==> src/rtl/dbus_interconnect_pkg.sv <==
// dbus_interconnect_pkg: shared types, widths and byte-enable legality helper for the data bus.
package dbus_interconnect_pkg;
  localparam int DBUS_DATA_W = 32;
  localparam int DBUS_BE_W = 4;
  typedef logic [DBUS_DATA_W-1:0] word_t;
  typedef logic [31:0] address_t;
  typedef enum logic [1:0] {DBUS_IDLE, DBUS_ACCESS, DBUS_RESP} dbus_state_e;
  function automatic logic be_legal(input logic [DBUS_BE_W-1:0] be);
    return be inside {4'b0001, 4'b0010, 4'b0100, 4'b1000, 4'b0011, 4'b1100, 4'b1111};
  endfunction
endpackage

==> src/rtl/dbus_decoder.sv <==
// dbus_decoder: combinational region decode of a data-bus address.
// Alignment checking only exists when DBUS_ALIGN_CHECK_EN is defined.
module dbus_decoder
  import dbus_interconnect_pkg::*;
#(
  parameter int N_TGT = 4,
  parameter int ADDR_W = 12,
  parameter int SEL_W = 2
) (
  input  address_t             req_addr,
`ifdef DBUS_ALIGN_CHECK_EN
  input  logic [DBUS_BE_W-1:0] req_be,
`endif
  output logic [SEL_W-1:0]     idx,
  output logic [ADDR_W-1:0]    ofs,
  output logic                 unmapped,
  output logic                 misaligned
);
  assign idx = req_addr[ADDR_W +: SEL_W];
  assign ofs = req_addr[ADDR_W-1:0] & ~ADDR_W'(3);
  assign unmapped = (32'(idx) >= N_TGT) || ((req_addr >> (ADDR_W + SEL_W)) != '0);
`ifdef DBUS_ALIGN_CHECK_EN
  assign misaligned = (req_addr[1:0] != 2'b00) || !be_legal(req_be);
`else
  assign misaligned = 1'b0;
`endif
endmodule

==> src/rtl/dbus_interconnect.sv <==
// dbus_interconnect: core load/store port to N_TGT memory-mapped targets, one registered response per request.
// Define DBUS_ALIGN_CHECK_EN to fault misaligned addresses and illegal byte-enable patterns.
module dbus_interconnect
  import dbus_interconnect_pkg::*;
#(
  parameter int N_TGT = 4,
  parameter int ADDR_W = 12,
  parameter int TIMEOUT = 15
) (
  input  logic                   clk,
  input  logic                   reset_n,
  input  logic                   req_valid,
  output logic                   req_ready,
  input  logic                   req_write,
  input  address_t               req_addr,
  input  word_t                  req_wdata,
  input  logic [DBUS_BE_W-1:0]   req_be,
  output logic                   rsp_valid,
  output word_t                  rsp_rdata,
  output logic                   rsp_err,
  output logic [N_TGT-1:0]       tgt_sel,
  output logic                   tgt_write,
  output logic [ADDR_W-1:0]      tgt_addr,
  output word_t                  tgt_wdata,
  output logic [DBUS_BE_W-1:0]   tgt_be,
  input  logic [N_TGT-1:0]       tgt_ack,
  input  logic [N_TGT*32-1:0]    tgt_rdata
);
  localparam int SEL_W = N_TGT > 1 ? $clog2(N_TGT) : 1;
  dbus_state_e state_q, state_d;
  logic [7:0] cnt_q, cnt_d;
  logic [SEL_W-1:0] idx, idx_q, idx_d;
  logic [ADDR_W-1:0] ofs, addr_q, addr_d;
  logic [DBUS_BE_W-1:0] be_q, be_d;
  logic write_q, write_d, err_q, err_d, unmapped, misaligned;
  word_t wdata_q, wdata_d, rdata_q, rdata_d;
  dbus_decoder #(.N_TGT(N_TGT), .ADDR_W(ADDR_W), .SEL_W(SEL_W)) u_dec (
    .req_addr(req_addr),
`ifdef DBUS_ALIGN_CHECK_EN
    .req_be(req_be),
`endif
    .idx(idx),
    .ofs(ofs),
    .unmapped(unmapped),
    .misaligned(misaligned)
  );
  always_comb begin
    state_d = state_q;
    cnt_d = cnt_q;
    idx_d = idx_q;
    write_d = write_q;
    addr_d = addr_q;
    wdata_d = wdata_q;
    be_d = be_q;
    rdata_d = rdata_q;
    err_d = err_q;
    case (state_q)
      DBUS_IDLE: if (req_valid) begin
        idx_d = idx;
        write_d = req_write;
        addr_d = ofs;
        wdata_d = req_wdata;
        be_d = req_be;
        cnt_d = '0;
        rdata_d = '0;
        err_d = unmapped || misaligned;
        state_d = err_d ? DBUS_RESP : DBUS_ACCESS;
      end
      // Ack is tested before the timeout so a same-cycle ack still completes cleanly.
      DBUS_ACCESS: if (tgt_ack[idx_q]) begin
        state_d = DBUS_RESP;
        err_d = 1'b0;
        rdata_d = write_q ? '0 : tgt_rdata[32*idx_q +: 32];
      end else if (cnt_q == 8'(TIMEOUT - 1)) begin
        state_d = DBUS_RESP;
        err_d = 1'b1;
        rdata_d = '0;
      end else cnt_d = cnt_q + 8'd1;
      default: state_d = DBUS_IDLE;
    endcase
  end
  always_ff @(posedge clk or negedge reset_n)
    if (!reset_n) begin
      state_q <= DBUS_IDLE;
      cnt_q <= '0;
      idx_q <= '0;
      write_q <= 1'b0;
      addr_q <= '0;
      wdata_q <= '0;
      be_q <= '0;
      rdata_q <= '0;
      err_q <= 1'b0;
    end else begin
      state_q <= state_d;
      cnt_q <= cnt_d;
      idx_q <= idx_d;
      write_q <= write_d;
      addr_q <= addr_d;
      wdata_q <= wdata_d;
      be_q <= be_d;
      rdata_q <= rdata_d;
      err_q <= err_d;
    end
  assign req_ready = state_q == DBUS_IDLE;
  assign rsp_valid = state_q == DBUS_RESP;
  assign rsp_rdata = rsp_valid ? rdata_q : '0;
  assign rsp_err = rsp_valid && err_q;
  assign tgt_sel = state_q == DBUS_ACCESS ? N_TGT'(1) << idx_q : '0;
  assign tgt_write = write_q;
  assign tgt_addr = addr_q;
  assign tgt_wdata = wdata_q;
  assign tgt_be = be_q;
endmodule

==> config.mk <==
export PLATFORM = sky130hd
export DESIGN_NAME = dbus_interconnect
export DESIGN_NICKNAME = d
export VERILOG_FILES = /design/src/rtl/dbus_interconnect_pkg.sv /design/src/rtl/dbus_decoder.sv /design/src/rtl/dbus_interconnect.sv
export SDC_FILE = /design/constraint.sdc
export NUM_CORES = 1
export LEC_CHECK = 0
export ABC_AREA = 1
export CORE_MARGIN = 4
export CORE_UTILIZATION = 42
export DETAILED_ROUTE_END_ITERATION = 8
export PLACE_DENSITY = 0.84
export SLEW_MARGIN = 20
export SYNTH_ARGS = -nofsm -noshare
export SYNTH_HDL_FRONTEND = slang
export SYNTH_HIERARCHICAL = 1
export SYNTH_SLANG_ARGS = --single-unit
==> constraint.sdc <==
create_clock -name clk -period 3.2 [get_ports clk]
set_input_delay 0.32 -clock clk [delete_from_list [all_inputs] [get_ports clk]]
set_output_delay 0.32 -clock clk [all_outputs]
set_load 0.1 [all_outputs]
==> impl_metrics.csv, run 1 <==
group,metric,value,unit
outcome,outcome,"complete, no violations",
global_route,overflow,0,
clocking,clock_sinks,94,
power_and_ir_drop,p_leak,3.72,nW
critical_path,required,2.88,ns
route,drtIter0Drc,421,
critical_path,cp_top_family,"buffers and inverters",
clocking,htreeDepth,3,
timing,setup_violations,0,
timing,post-route-period-util,69.0,%
synth,synth_edf_count,0,
critical_path,critPathBufInv,1,
synth,ys_ff_latch,94,
min_path,hp-start,"rdata_q[11]",
critical_path,r2r-start,"idx_q[0]",
synth,avgSynthCellArea,7.95,µm²
critical_path,cp_max_fo,3,
finish,drive_gt1_share,14.2,%
critical_path,rrSetupSlack,1.05,ns
route,via_per_inst,5.15,
global_route,antenna_found_initial,1,
clocking,numCtsBuffers,9,
global_route,grt_start_max_net_pins,52,
route,drc,0,
timing,grt_setup_unrepaired,"false",
timing,maxSlewViolCount,0,
flow_run,drv_cap,0,
global_route,grt_pass1_wl,29300,µm
synth,ys_types,26,
floorplanning,ioPinCount,292,
timing,hold_slack,0.470,ns
placed_design,numPortBuffers,289,
critical_path,crit_chain,"clkdlybuf4s50_1",
critical_path,cp.depth,1,
synth,seq_area_frac_synth,45.6,%
critical_path,startpoint_type,"register",
clocking,cts-root-buf,"clkbuf_16",
finish,fin_cells,1066,
power_and_ir_drop,p_per_area,495,mW/mm²
critical_path,cp_slowest_cell,"clkdlybuf4s50_1",
power_and_ir_drop,ir_worst_vdd,0.360,mV
route,drt-pass1-iter-count,4,
synth,syn_area,0.00516,mm²
global_route,grt_pass1_vias,5475,
critical_path,r2r_cells,9,
route,wire_per_inst,18.0,µm
placed_design,placedCellCount,1048,
timing,finalHoldViolations,0,
critical_path,worstSetupPathType,"register to output pin",
clocking,clk_latency,0.35,ns
floorplanning,die_h,119,µm
floorplanning,rows,40,
clocking,path_clk_slew,0.07,ns
synth,ys.flop_type,"dfrtp_1",
clocking,postCtsSetupBuffers,0,
synth,synth-warning-count,6,
timing,period_needed,2.21,ns
placed_design,post-dp-hpwl,14000,µm
timing,fin_skew,0.0114,ns
route,vias,5486,
min_path,hold_depth,2,
floorplanning,die_w,119,µm
finish,area_growth,60.5,%
clocking,clockBufferDepth,2,
finish,num-fill-cells,943,
power_and_ir_drop,total_power,4.10,mW
timing,slew_headroom,30.8,%
min_path,hold_class,"register to register",
floorplanning,start_util,43.0,%
critical_path,critPathLaunch,"tgt_write",
placed_design,gp_congestion,0.855,
floorplanning,core,0.0120,mm²
synth,syn_inst,649,
synth,async_flop_share,100,%
critical_path,max_stage_delay,1.16,ns
clocking,cts_tree,"built",
route,wl,19200,µm
timing,fin_setup_tns,0,ns
floorplanning,dieArea,0.0141,mm²
finish,nets,1119,
route,ant_nets,0,
timing,worst_pin_slew,1.03,ns
global_route,grt_usage,26.5,%
timing,fmax,453,MHz
critical_path,arrival,1.89,ns
critical_path,end_kind,"output pin",
finish,finalCoreUtilization,68.9,%
## cell type report
class	count	area, µm²	share of cell area, %
timing repair buffer	300	2900	35.1
sequential	94	2350	28.4
multi-input combinational	458	2340	28.3
clock buffer	9	225	2.72
inverter	50	188	2.27
tap	147	184	2.22
clock inverter	7	81.3	0.982
antenna	1	2.50	0.0302
## report_power, final
part / internal (mW) / switching, mW
sequential: 1.28 / 0.0526
clock: 0.619 / 0.503
combinational: 0.533 / 1.11
## path summary, 6_finish.rpt
kind	end
setup / recovery	tgt_write
setup reg to reg	rdata_q[5]
min in group asynchronous	rdata_q[14]
hold / removal	rdata_q[11]
hold reg to reg	rdata_q[11]
max in group asynchronous	cnt_q[2]
## sequential cells by signal, indices dropped and copies added (netlist names), 2 cells and up
| register | flops |
|---|---|
| cnt_q | 8 |
| idx_q | 2 |
| rdata_q | 32 |
| state_q | 2 |
| tgt_addr | 12 |
| tgt_be | 4 |
| tgt_wdata | 32 |
## routing by layer
metal / wire length (µm) / part of all wire [%] / GRT usage [%]
met5: 0 / 0 / 0
met4: 501 / 2.6 / 7.97
met3: 2150 / 11 / 9.12
met2: 9410 / 49 / 45.6
met1: 7100 / 37 / 31.3
## logic make-up after synthesis
kind of cell / share of synthesized area [%]
AO/OA/AOI/OAI: 0.679
XOR/XNOR: 0.340
adder cells (fa/ha/maj): 0.485
buffers and inverters: 9.24
flip-flops: 45.6
multiplexers: 10.7
other: 0.0727
AND/OR/NAND/NOR: 32.9
## metrics by stage
step / instance area (µm²) / setup WS (ns)
6_report: 8280 / 0.992
5_1_grt: 8280 / 0.821
4_1_cts: 8280 / 0.966
3_5_place_dp: 7960 / 1.05
3_3_place_gp: 7960 / 1.09
2_1_floorplan: 5170 / -0.109
## cells in the final DEF (no fill, tap or decap), drive strengths merged
master	n
a21oi	2
and2	1
buf	50
bufinv	1
clkbuf	9
clkdlybuf4s50	249
clkinv	1
clkinvlp	2
conb	3
dfrtp	94
diode	1
dlygate4sd3	1
ha	2
inv	53
mux2	49
nand2	215
nand3	81
nand3b	1
nand4	33
nor2	58
nor3	4
o21ai	5
or2	2
xor2	2
## Yosys cell counts, types with 2 or more instances
cell      count  area share [%]
inv_2         6            0.44
buf_2        12             1.2
clkbuf_1     10            0.73
o21ai_0       5            0.48
a21oi_1       2            0.19
nor3_1        4            0.39
nand2_2       3            0.36
xor2_1        2            0.34
buf_6         3            0.65
nand3_1      80             7.8
inv_1        44             3.2
nand4_1      33             4.0
ha_1          2            0.48
nand2_1     212              15
dfrtp_1      94              46
nor2_1       57             4.1
buf_1         6            0.44
mux2_2       49              11
buf_4        18             2.6
## repair_timing
action / CTS / global route
gates resized for setup: 0 / 0
hold buffers: 1 / 0
hold endpoints to repair: 2 / 0
endpoints found under the setup margin: 0 / 0
No activity file was read; power rests on OpenSTA's default activity.
==> run 2: changes to the inputs <==
- CORE_UTILIZATION: 42 -> 35
- PLACE_DENSITY: 0.84 -> 0.74
- clock period: 3.2 -> 1.9 ns (I/O delays scaled with it)
==> run 2 against run 1 <==
  * Global-route usage down 5.3 points
  * Cell area increased by 9.3%
  * Combinational power up 68%
  * Clock power up 61%
  * Clock skew is 0.0032 ns lower
  * Setup slack got worse by 0.92 ns
  * Total power is 66% higher
  * Highest routed layer unchanged
  * Critical path type unchanged
  * Cell count rose by 4.2%
==> impl_metrics.csv, run 2 (synthesis gave the netlist of run 1 again) <==
group,metric,value,unit
route,ant_nets,0,
floorplanning,die_w,129,µm
finish,nets,1128,
global_route,grt_pass1_vias,5409,
finish,num-fill-cells,1244,
clocking,path_clk_slew,0.07,ns
route,vias,5420,
timing,setup_violations,0,
finish,area_growth,75.4,%
clocking,cts-root-buf,"clkbuf_16",
finish,fin_cells,1111,
power_and_ir_drop,ir_worst_vdd,0.932,mV
floorplanning,rows,44,
global_route,antenna_found_initial,0,
outcome,outcome,"complete, no violations",
critical_path,startpoint_type,"register",
placed_design,gp_congestion,0.837,
global_route,grt_pass1_wl,27500,µm
power_and_ir_drop,p_per_area,753,mW/mm²
min_path,hold_class,"primary input to async pin",
clocking,htreeDepth,3,
route,via_per_inst,4.88,
timing,finalHoldViolations,0,
global_route,grt_usage,21.2,%
placed_design,place_ws,0.110,ns
clocking,numCtsBuffers,9,
route,drc,0,
finish,final_common_cell,"nand2_1",
timing,period_needed,1.83,ns
finish,drive_gt1_share,24.6,%
finish,final_cell_mix,"211 x nand2_1, 200 x clkdlybuf4s50_1, 93 x dfrtp_1",
timing,post-route-period-util,96.1,%
floorplanning,dieArea,0.0167,mm²
route,wire_per_inst,16.4,µm
route,drt-pass1-iter-count,5,
timing,slew_headroom,59.0,%
timing,fmax,548,MHz
floorplanning,start_util,35.6,%
flow_run,drv_cap,0,
floorplanning,die_h,129,µm
power_and_ir_drop,p_leak,3.93,nW
timing,worst_pin_slew,0.614,ns
placed_design,placedCellCount,1094,
critical_path,worstSetupPathType,"register to output pin",
timing,grt_setup_unrepaired,"true",
clocking,clk_latency,0.34,ns
clocking,cts_tree,"built",
clocking,clock_sinks,94,
critical_path,end_kind,"output pin",
floorplanning,core,0.0145,mm²
route,drtIter0Drc,228,
global_route,grt_start_max_net_pins,45,
critical_path,arrival,1.64,ns
timing,fin_skew,0.00823,ns
route,wl,18200,µm
critical_path,required,1.71,ns
floorplanning,ioPinCount,292,
timing,setup_ws,0.0746,ns
placed_design,numPortBuffers,289,
finish,antenna_cells,0,
timing,maxSlewViolCount,0,
finish,finalCoreUtilization,62.5,%
global_route,overflow,0,
clocking,clockBufferDepth,2,
placed_design,post-dp-hpwl,14100,µm
critical_path,cp_max_fo,33,
[run 2: cell types whose count changed in the layout (fill, tap and decap cells not counted), moves of 2 or more]
cell | before | now
nor2_1 | 55 | 20
nor3_2 | 0 | 3
buf_4 | 48 | 66
nor2_4 | 0 | 35
inv_6 | 1 | 3
nor3_1 | 4 | 1
clkdlybuf4s50_1 | 249 | 200
buf_12 | 2 | 42
[run 2: metrics by stage]
stage	hold slack [ns]	area [µm²]	total power, mW	TNS (ns)
after CTS	0.276	9050	6.91	0
final	0.288	9050	6.81	0
after floorplan	-0.106	5500	4.12	-5.41
after detailed placement	0.105	8730	5.07	0
after global routing	0.305	9050	7.12	-0.0262
after global placement	0.105	8730	5.05	0
[run 2: repair_timing]
action / 4_1_cts / 5_1_grt
endpoints found under the hold margin: 18 / 0
setup endpoints to repair: 34 / 27
pin swaps: 0 / 0
gates resized for setup: 4 / 1
hold buffers: 1 / 0
setup buffers: 0 / 0
[run 2: path summary, 6_finish.rpt]
kind | startpoint | to | slack, ns | cells after the start
worst max register to register | idx_q[1] | rdata_q[8] | 0.20 | 7
min in group clk | req_addr[13] | idx_q[1] | 0.44 | 3
worst max-delay path | state_q[1] | rsp_rdata[21] | 0.07 | 5
worst min-delay path | reset_n | rdata_q[18] | 0.29 | 2
max in group asynchronous | reset_n | idx_q[0] | 1.06 | 3
worst min register to register | rdata_q[3] | rdata_q[3] | 0.47 | 2
[run 2: power breakdown]
| group | switching [mW] | internal [mW] | total, mW |
|---|---|---|---|
| sequential | 0.0946 | 2.16 | 2.26 |
| combinational | 1.88 | 0.881 | 2.76 |
| clock | 0.865 | 0.932 | 1.80 |
[run 2: critical path, stage by stage, from the launching register on]
cell     delay [ns]
dfrtp_1        0.42
inv_2          0.10
nor2_4         0.07
inv_8          0.40
nor2_4         0.09
buf_12         0.18
[run 2: area by class of cell]
| type | instances | area (µm²) | area share, % |
|---|---|---|---|
| inverter | 50 | 195 | 2.16 |
| sequential | 94 | 2350 | 26.0 |
| clock inverter | 7 | 72.6 | 0.802 |
| tap | 184 | 230 | 2.54 |
| clock buffer | 9 | 225 | 2.49 |
| timing repair buffer | 309 | 3350 | 37.0 |
| multi-input combinational | 458 | 2620 | 29.0 |
[run 2: per-layer routing]
layer	up-vias	part of all wire [%]	wire, µm	track usage [%]
met5	-	0	0	0
met4	0	2.2	397	7.15
met1	2518	37	6790	23.3
met3	27	12	2150	8.12
met2	253	49	8860	37.5
li1	2622	-	-	-
==> run 3: changes to the inputs <==
- SLEW_MARGIN: 20 -> unset
==> results of run 3 <==
Same layout as run 2: the final DEF is identical, and so are final timing and power.
==> RTL change: new RTL, config.mk and constraints of run 2 <==
`N_TGT` is set to 4 in 2 places; all go to 2.
--- a/src/rtl/dbus_decoder.sv
+++ b/src/rtl/dbus_decoder.sv
@@ -3,7 +3,7 @@
 module dbus_decoder
   import dbus_interconnect_pkg::*;
 #(
-  parameter int N_TGT = 4,
+  parameter int N_TGT = 2,
   parameter int ADDR_W = 12,
   parameter int SEL_W = 2
 ) (
--- a/src/rtl/dbus_interconnect.sv
+++ b/src/rtl/dbus_interconnect.sv
@@ -3,7 +3,7 @@
 module dbus_interconnect
   import dbus_interconnect_pkg::*;
 #(
-  parameter int N_TGT = 4,
+  parameter int N_TGT = 2,
   parameter int ADDR_W = 12,
   parameter int TIMEOUT = 15
 ) (
Ports: changed (resized tgt_ack, tgt_rdata and tgt_sel); port bits go from 292 to 224. No check against the original RTL was run, so the function may have changed too.
==> RTL change against run 2 <==
- sequential power barely moved
- area after synthesis fell by 6.2%
- final cell count fell by 14%
- largest cell class unchanged
- power fell by 3.0%
- count of clock-buffer cells in the layout did not move
- highest routed layer unchanged
- setup slack improved by 0.0082 ns
- critical path type unchanged
- sequential cell count fell by 1
- wire length fell by 24%
- design area fell by 12%
==> RTL change: results (changes against run 2) <==
clk root buf = clkbuf_16 (unchanged)
RR Startpoint = state_q[0]$_DFFE_PN0P_ (was idx_q[1]$_DFFE_PN0P_)
Max VDD drop = 0.5595 mV (was 0.9323 mV)
vias in the first global route = 4681 (was 5409)
DRT Pass-1 Iters = 4 (was 5)
filler instances = 1096 (was 1244)
synthesized area per cell = 8.660 um^2 (was 7.951 um^2)
Worst Tran Pin Value = 0.5081 ns (was 0.6144 ns)
synth unique cells = 27 (was 26)
post-placement cell count = 936 (was 1094)
GRT Util Overall = 17.53% (was 21.19%)
Synth warnings = 6 (unchanged)
largest net degree at the start of global routing = 43 (was 45)
share of layout cells above drive strength 1 = 27.67% (was 24.60%)
post-synthesis adder-cell area fraction = 0.5169% (was 0.4850%)
Seq/Total Area, Yosys = 48.07% (was 45.59%)
wire length per cell = 14.57 um (was 16.38 um)
slowest CP cell = dfrtp_1 (unchanged)
worst reg2reg endpoint = cnt_q[6]$_DFFE_PN0P_ (was rdata_q[8]$_DFFE_PN0P_)
R2R depth = 6 (was 7)
Reg2Reg Setup Slack = 0.21 ns
mux cell area share after synthesis = 15.04% (was 10.69%)
H-tree depth = 3 (unchanged)
1st-iter DRT viols = 283 (was 228)
synth cell count leaders = 242 x nand2_1, 93 x dfrtp_1, 61 x nor2_1 (was 212 x nand2_1, 94 x dfrtp_1, 80 x nand3_1)
first-pass GRT wire length = 22660 um (was 27460 um)
initial antenna violation count = 0 (unchanged)
final weighted congestion in routability-driven placement = 0.8923 (was 0.8371)
Area contributors post-synth = dfrtp_1 48%, nand2_1 19%, mux2_4 15% (was dfrtp_1 46%, nand2_1 15%, mux2_2 11%)
post-synthesis compound-gate area fraction = 0.3102% (was 0.6790%)
vias post-DR = 4286 (was 5420)
Static Leak = 0.003813 uW (was 0.003929 uW)
Setup Skew = 0.005627 ns (was 0.008231 ns)
drt total wl = 13880 um (was 18200 um)
CP endpoint = rsp_rdata[31] (was rsp_rdata[21])
crit path launch = state_q[1]$_DFFE_PN0P_ (unchanged)
I/O Buffers = 221 (was 289)
Worst path max stage delay = 0.38 ns (was 0.42 ns)
Worst Path Arrival = 1.63 ns
status = finished, final reports clean (unchanged)
nets = 912 (was 1128)
DP Wirelength = 10770 um (was 14120 um)
xor-xnor portion of the synthesized cell area = 0.1809% (was 0.3395%)
clk buf depth = 2 (unchanged)
Post-synth EDFFs = 0 (unchanged)
[RTL change: cell types whose count changed after synthesis, moves of 5 or more]
cell     before  now
nand2_1     212  242
inv_2         6    1
nand4_1      33    0
mux2_4        0   47
buf_2        12    2
mux2_2       49    2
nand3_1      80   13
buf_6         3    8
[RTL change: how the worst min path moves through the flow]
| stage | start | to | slack [ns] |
|---|---|---|---|
| 2_1_floorplan | reset_n | cnt_q[0]$_DFFE_PN0P_ | -0.11 |
| 3_3_place_gp | reset_n | state_q[1]$_DFFE_PN0P_ | 0.14 |
| 3_5_place_dp | reset_n | state_q[0]$_DFFE_PN0P_ | 0.15 |
| 4_1_cts | reset_n | state_q[0]$_DFFE_PN0P_ | 0.34 |
| 5_1_grt | reset_n | state_q[0]$_DFFE_PN0P_ | 0.38 |
| 6_report | reset_n | state_q[1]$_DFFE_PN0P_ | 0.33 |
[RTL change: routing by layer]
metal	up-vias	wire (um)	GRT usage, %	part of all wire [%]
met1	2006	5400	19.63	39
met4	0	322	7.015	2.3
met2	158	7261	31.94	52
met3	24	897	4.136	6.5
li1	2098	-	-	-
met5	-	0	0	0
[RTL change: what timing repair did]
item,in CTS,in global routing
gates resized for setup,3,1
cloned,0,0
endpoints found under the setup margin,33,1
hold endpoints to repair,26,0
hold buffers,1,0
[RTL change: critical path, delay by kind of cell (launching register included)]
kind	cells	cell delay [ns]
buffers and inverters	3	0.71
flip-flops	1	0.38
AND/OR/NAND/NOR	2	0.17
[RTL change: cell families (layout without fill, tap and decap cells)]
| family | after synthesis | in the layout |
|---|---|---|
| and+or+nand+nor | 328 | 328 |
| DFF | 93 | 93 |
| buffers and inverters | 82 | 298 |
| muxes | 49 | 49 |
| AOI/OAI and AO/OA | 3 | 3 |
| adders and majority gates | 2 | 2 |
| other | 1 | 3 |
| xor gates and xnor gates | 1 | 1 |
[RTL change: per-stage QoR]
stage	utilization [%]	hold slack (ns)	worst slack, ns	instance area [um^2]	setup TNS, ns
4_1_cts	59.56	0.3435	0.05850	7981	0
5_1_grt	59.57	0.3767	0.001361	7983	0
3_5_place_dp	57.03	0.1522	0.1282	7642	0
6_report	59.57	0.3317	0.08278	7983	0
3_3_place_gp	57.03	0.1407	0.1397	7642	0
2_1_floorplan	-	-0.1056	-0.2692	5111	-20.42
[RTL change: area by class of cell]
class                      instances  area (um^2)  area share (%)
clock buffer                       9        225.2           2.821
clock inverter                     7        98.84           1.238
sequential                        93         2328           29.17
timing repair buffer             235         2590           32.45
tap                              176        220.2           2.759
multi-input combinational        386         2333           29.23
inverter                          47        186.4           2.335
[RTL change: report_power, final]
group	leakage [uW]	switching, uW	internal (uW)
combinational	0.00248	1640	765
clock	0.000150	779	1160
sequential	0.00118	121	2140
